`src/rtl/cc_psr_branch.sv`:
```
// Processor status register fed by the ALU: active-low flag capture, direct PSR write,
// registered branch-condition evaluation, plus a sticky V bit and saturating V-event counter.
module cc_psr_branch #(
    parameter int DATAWIDTH_BUS   = 32,
    parameter int DATAWIDTH_COND  = 4,
    parameter int DATAWIDTH_OVCNT = 8
) (
    input  logic                       CC_PSR_CLOCK_50,
    input  logic                       CC_PSR_RESET_InLow,
    input  logic                       CC_PSR_negative_InLow,
    input  logic                       CC_PSR_zero_InLow,
    input  logic                       CC_PSR_overflow_InLow,
    input  logic                       CC_PSR_carry_InLow,
    input  logic                       CC_PSR_SetCode_In,
    input  logic                       CC_PSR_write_In,
    input  logic [DATAWIDTH_BUS-1:0]   CC_PSR_data_InBus,
    input  logic                       CC_PSR_branchReq_In,
    input  logic [DATAWIDTH_COND-1:0]  CC_PSR_cond_InBus,
    output logic [DATAWIDTH_BUS-1:0]   CC_PSR_data_OutBus,
    output logic [3:0]                 CC_PSR_flags_OutBus,
    output logic                       CC_PSR_branchTaken_Out,
    output logic                       CC_PSR_branchValid_Out,
    output logic [DATAWIDTH_OVCNT-1:0] CC_PSR_ovCount_OutBus
);

    typedef struct packed {
        logic n;
        logic z;
        logic v;
        logic c;
    } flags_t;

    flags_t                     flags_q, flags_d;
    logic                       sv_q, sv_d;
    logic [DATAWIDTH_OVCNT-1:0] ovcnt_q, ovcnt_d;
    logic                       taken_q, taken_d;
    logic                       valid_q, valid_d;
    logic                       v_load;
    logic                       unused_bits;

    // cond[3] inverts the base test selected by cond[2:0]; base 0 is "never".
    function automatic logic cond_eval(input logic [3:0] cond, input flags_t f);
        logic base;
        case (cond[2:0])
            3'd0:    base = 1'b0;
            3'd1:    base = f.z;
            3'd2:    base = f.z | (f.n ^ f.v);
            3'd3:    base = f.n ^ f.v;
            3'd4:    base = f.c | f.z;
            3'd5:    base = f.c;
            3'd6:    base = f.n;
            default: base = f.v;
        endcase
        return base ^ cond[3];
    endfunction

    assign v_load      = !CC_PSR_write_In && CC_PSR_SetCode_In && !CC_PSR_overflow_InLow;
    assign unused_bits = ^CC_PSR_data_InBus[DATAWIDTH_BUS-1:5];

    always_comb begin
        flags_d = flags_q;
        sv_d    = sv_q;
        ovcnt_d = ovcnt_q;
        if (CC_PSR_write_In) begin
            {sv_d, flags_d} = CC_PSR_data_InBus[4:0];
        end else if (CC_PSR_SetCode_In) begin
            flags_d = ~{CC_PSR_negative_InLow, CC_PSR_zero_InLow,
                        CC_PSR_overflow_InLow, CC_PSR_carry_InLow};
            sv_d    = sv_q | ~CC_PSR_overflow_InLow;
        end
        if (v_load && (ovcnt_q != '1))
            ovcnt_d = ovcnt_q + {{(DATAWIDTH_OVCNT-1){1'b0}}, 1'b1};
        // Evaluate against flags_d so a request sees the flags being loaded this edge.
        valid_d = CC_PSR_branchReq_In;
        taken_d = CC_PSR_branchReq_In ? cond_eval(CC_PSR_cond_InBus[3:0], flags_d) : taken_q;
    end

    always_ff @(posedge CC_PSR_CLOCK_50 or negedge CC_PSR_RESET_InLow) begin
        if (!CC_PSR_RESET_InLow) begin
            flags_q <= '0;
            sv_q    <= 1'b0;
            ovcnt_q <= '0;
            taken_q <= 1'b0;
            valid_q <= 1'b0;
        end else begin
            flags_q <= flags_d;
            sv_q    <= sv_d;
            ovcnt_q <= ovcnt_d;
            taken_q <= taken_d;
            valid_q <= valid_d;
        end
    end

    assign CC_PSR_data_OutBus     = {{(DATAWIDTH_BUS-5){1'b0}}, sv_q, flags_q};
    assign CC_PSR_flags_OutBus    = flags_q;
    assign CC_PSR_branchTaken_Out = taken_q;
    assign CC_PSR_branchValid_Out = valid_q;
    assign CC_PSR_ovCount_OutBus  = ovcnt_q;

endmodule

```
`config.mk`:
```
export PLATFORM = sky130hd
export DESIGN_NAME = cc_psr_branch
export DESIGN_NICKNAME = d
export VERILOG_FILES = /design/src/rtl/cc_psr_branch.sv
export SDC_FILE = /design/constraint.sdc
export NUM_CORES = 1
export LEC_CHECK = 0
export CAP_MARGIN = 20
export CORE_MARGIN = 10
export CORE_UTILIZATION = 34
export DETAILED_ROUTE_END_ITERATION = 10
export PLACE_DENSITY = 0.91
export SLEW_MARGIN = 20
export SYNTH_ARGS = -nofsm -noshare
export SYNTH_HDL_FRONTEND = slang
export SYNTH_SLANG_ARGS = --single-unit
```
`constraint.sdc`:
```
create_clock -name CC_PSR_CLOCK_50 -period 5.32 [get_ports CC_PSR_CLOCK_50]
set_input_delay 0.798 -clock CC_PSR_CLOCK_50 [delete_from_list [all_inputs] [get_ports CC_PSR_CLOCK_50]]
set_output_delay 0.798 -clock CC_PSR_CLOCK_50 [all_outputs]
set_load 0.02 [all_outputs]
```
======== Yosys cells after proc, flatten, opt, wreduce, memory -nomap -nowiden ========
Cells that the tools add are included.
cells by class
  bitwise gates (word level) .............. 7
  mux-type cells .......................... 5
  $add $sub $neg .......................... 1
  reductions and logical operators ........ 7
  equality and inequality tests ........... 7
operators with widths
  cell                                                 number
  equality test 3 bit, second input constant           3
  adder 8 x 1 -> 8 bit, second input constant          1
  2-to-1 mux 4 bit                                     2
  != test 8 bit, second input constant                 1
  one-hot mux 1 bit (7 select lines)                   1
  equality test 3 x 2 -> 1 bit, second input constant  2
  inverter 4 bit                                       1
  equality test 3 x 1 -> 1 bit, second input constant  1
  logical AND 1 bit                                    3
  logical NOT 3 bit                                    1
  OR 1 bit                                             3
  logical NOT 1 bit                                    2
  2-to-1 mux 1 bit                                     2
  nonzero test 2 bit                                   1
  XOR 1 bit                                            2
  inverter 1 bit                                       1
storage, ports and cells
  register bits ........................... 15
  logic and storage cells ................. 35
  input port bits ......................... 45

======== Logic depth before layout (Yosys ltp) ========
  depth in word-level cells ............... 7
  gate-level depth with buffers ........... 7
  depth with buffers taken out ............ 6

======== Least setup slack after synthesis ========
No wires, ideal clock.
  kind .................................... input to register
  from .................................... in CC_PSR_zero_InLow
  to ...................................... reg taken_q, in the netlist CC_PSR_branchTaken_Out
  data required time ...................... 5.228 ns
  library setup time ...................... 0.092 ns
  stages .................................. 6
  buffers on the path ..................... 0
  arrival time ............................ 2.142 ns
  setup slack ............................. 3.086 ns
  cells stage by stage .................... and2_2 > or3_1 > a2111oi_2 > o22ai_1 > and3_4 > o31ai_2
on the way
  word-level cells in the longest chain between the ends .. 6
  elaborated cells between the ends (all ways) .. 7
  those cells by class .................... 3 x mux; 4 x bitwise
RTL lines
  element                               RTL line  source
  start, declared                       11        input logic CC_PSR_zero_InLow,
  inverter 4 bit *                      67        flags_d = ~{CC_PSR_negative_InLow, CC_PSR_zero_InLow,
  2-to-1 mux 4 bit *                    66        end else if (CC_PSR_SetCode_In) begin
  2-to-1 mux 4 bit *                    64        if (CC_PSR_write_In) begin
  OR 1 bit, on equally long branches    49, 47
  one-hot mux 1 bit (7 select lines) *  44        case (cond[2:0])
  XOR 1 bit *                           54        return base ^ cond[3];
  end signal, assigned                  89        taken_q <= taken_d;
  end, declared                         36        logic taken_q, taken_d;
Every way passes the cells marked *; elsewhere a longest branch is shown, timed or not.
A chain may end at the register's enable or synchronous reset.

======== Final worst setup path ========
  from .................................... in CC_PSR_SetCode_In
  to ...................................... reg taken_q, in the netlist CC_PSR_branchTaken_Out
on the way
  word-level cells in the longest chain between the ends .. 6
  elaborated cells between the ends (all ways) .. 7
  those cells by class .................... 3 x mux; 4 x bitwise
RTL lines
  element                               RTL line  source
  start, declared                       14        input logic CC_PSR_SetCode_In,
  2-to-1 mux 4 bit *                    66
  2-to-1 mux 4 bit *                    64
  XOR 1 bit                             47, 48
  OR 1 bit                              47        3'd2: base = f.z | (f.n ^ f.v);
  one-hot mux 1 bit (7 select lines) *  44
  XOR 1 bit *                           54
Marked as above.

==> run metrics <==
Critical Path, Cell by Cell clkdlybuf4s50_1 > and2_2 > or3_1 > a2111oi_2 > o22ai_1 > and3_4 > o31ai_2; post-DR vias/cell roughly 4.3; unrepaired setup endpoints after global routing false; Main synth FF type dfrtp_1; Relative slew margins a little under three fifths; endpoints failing setup 0; hold bufs inserted after CTS 0; GPL Wtd Cong around 0.77; first-pass GRT wire length around 3.4 mm; dpl hpwl 2.00 mm; final net count around 190; Period minus WS final 2.64 ns; H-tree levels 1; distinct cell type count after synthesis 29; Syn Area/Cell 9.27 sq um; Critical Path Fanout Max 9; max incr delay on CP 0.53 ns; Slew Viols, Final 0; Post-synth EDFFs 0; Die Y 75 microns; via count 752; DRT iter0 DRCs 19; Hold Vio Cnt, Final 0; Worst-Margin Slew roughly 0.67 ns; Warnings, synthesis 0; std cell rows 19; DP Cell Count 171; sequential share of the synthesized area 36.5%; Worst Hold Class reg -> reg; critical path type in -> reg; Max IR drop VDD roughly 0.19 mV; Longest Clk Path Bufs 2; Yosys reg bits 15; CTS buffer count 3; FFs w/ async S/R, synth 100%; Routed WL around 2.3 mm; WP data arrival roughly 2.8 ns; Net Sw Frac 37.2%; DIE WIDTH approximately 75 microns; share of layout cells above drive strength 1 a little over a tenth; Ant. Diodes 0; drt first pass iters 4; CTS tree yes; max-cap viol count 0; WP data required about 5.5 ns; clock latency at the later pin of the worst-skew pair between 0.2 and 0.3 ns; gr usage total 7.52%; post_cts resized 0; PD cells 293 nW/um^2; Clk pwr share around 16%; CTS sink count 15; CTS clock-pin slew for the worst setup and hold paths around 0.090 ns; Mapped Cells 111; leakage power around 0.0006 uW; initial core utilization 36.4%; Residual DRC 0; post-synthesis instance area approximately 1000 sq um; DIE AREA 5630 sq um; sequential share of power about two fifths; grt total ovfl 0; # fillers 299; number of setup buffers added after CTS 0; Syn-to-layout area delta 27.3%; CTS root buffer clkbuf_4; Setup TNS Final 0 ns; Worst setup EP type flip-flop; largest net degree at the start of global routing 16; Post-DRT Antenna Nets 0; Clock Skew ~0.0036 ns; cell family with most CP delay simple AND/OR/NAND/NOR gates; P_sw roughly 140 uW; max frequency between 300 and 400 MHz; routed length per instance about 13 microns; Layout Utilization 46.3%; CP Launch Type primary input; num ports between 90 and 100; Gate power share between 40% and 50%; internal power roughly 240 uW; slowest library cell on the worst path clkdlybuf4s50_1; Area after DPL between 1000 and 1500 sq um; number of global-route vias before repair 746; number of buffers added on ports 36; final instance area 1310 sq um; core region area roughly 2800 sq um; fin cells around 180; Crit path buffers/inverters 1; initial antenna violation count 0; status finished, final reports clean; Tcrit/Tclk final around half
## layer usage
layer | part of all wire, % | track usage [%] | up-vias
li1 | - | - | 376
met4 | 1.2 | 2.52 | 0
met5 | 0 | 0 | -
met3 | 13 | 3.55 | 2
met2 | 47 | 13.1 | 37
met1 | 39 | 7.76 | 337
## Yosys cell counts (2+ instances only)
cell | instances | area (sq um)
nand4_1 | 3 | 18.8
buf_4 | 32 | 240
dfrtp_1 | 15 | 375
nor2_1 | 4 | 15.0
o21ai_0 | 2 | 10.0
and2_2 | 3 | 22.5
a21oi_1 | 5 | 25.0
xnor2_1 | 7 | 61.3
inv_1 | 6 | 22.5
o31ai_2 | 2 | 25.0
nand2_1 | 10 | 37.5
and3_1 | 5 | 31.3
## path summary, 6_finish.rpt
check                                    startpoint                        to  slack (ns)  cells after the start
max                               CC_PSR_SetCode_In    CC_PSR_branchTaken_Out        2.68                      7
min                        CC_PSR_ovCount_OutBus[6]  CC_PSR_ovCount_OutBus[6]        0.50                      1
max reg2reg                CC_PSR_ovCount_OutBus[0]  CC_PSR_ovCount_OutBus[1]        3.41                      4
min reg2reg                CC_PSR_ovCount_OutBus[6]  CC_PSR_ovCount_OutBus[6]        0.50                      1
max in group asynchronous        CC_PSR_RESET_InLow  CC_PSR_ovCount_OutBus[3]        3.97                      1
min in group asynchronous        CC_PSR_RESET_InLow  CC_PSR_ovCount_OutBus[0]        0.92                      1
## flip-flops by register name, indices dropped and copies added, names as in the netlist
register,count
CC_PSR_branchValid_Out,1
sv_q,1
CC_PSR_branchTaken_Out,1
CC_PSR_ovCount_OutBus,8
CC_PSR_data_OutBus,4
## metrics by stage
step,setup slack [ns],hold WS (ns),total power [uW]
floorplan,3.09,0.502,267
global placement,2.38,0.484,323
detailed placement,2.38,0.489,326
CTS,2.68,0.507,390
global route,2.55,0.526,412
finish,2.68,0.500,384
## power groups by stage
stage                     clock (uW)  sequential (uW)  combinational (uW)
final                           62.7              158                 163
after CTS                       66.6              158                 166
after global placement             0              159                 163
after floorplan                    0              184                83.6
after detailed placement           0              160                 165
after global routing            72.1              161                 179
## layout make-up
cell class	count	area, sq um	share of cell area [%]
sequential	15	375	28.7
inverter	6	22.5	1.72
clock buffer	3	22.5	1.72
clock inverter	1	5.00	0.382
multi-input combinational	83	484	37.0
tap	31	38.8	2.96
timing repair buffer	36	360	27.5
## kinds of logic (layout without fill, tap and decap cells)
family,count (synthesis),count (layout),synth area share [%]
fa+ha+maj,1,1,1.22
buf+inv,39,46,25.9
flops,15,15,36.5
other cells,1,27,0.365
compound gates,14,14,11.2
xor+xnor,8,8,6.81
mux,1,1,1.09
simple gates,32,32,16.9
## placed cells by master (no fill, tap or decap), types with 2 or more instances in the layout
master / instances
clkbuf_4: 3
inv_1: 6
conb_1: 27
dfrtp_1: 15
o21ai_0: 2
nand4_1: 3
and2_2: 3
nand2_1: 10
o31ai_2: 2
clkdlybuf4s50_1: 36
a21oi_1: 5
xnor2_1: 7
nor2_1: 4
and3_1: 5
Note: power is estimated with default switching activity, not from simulation.
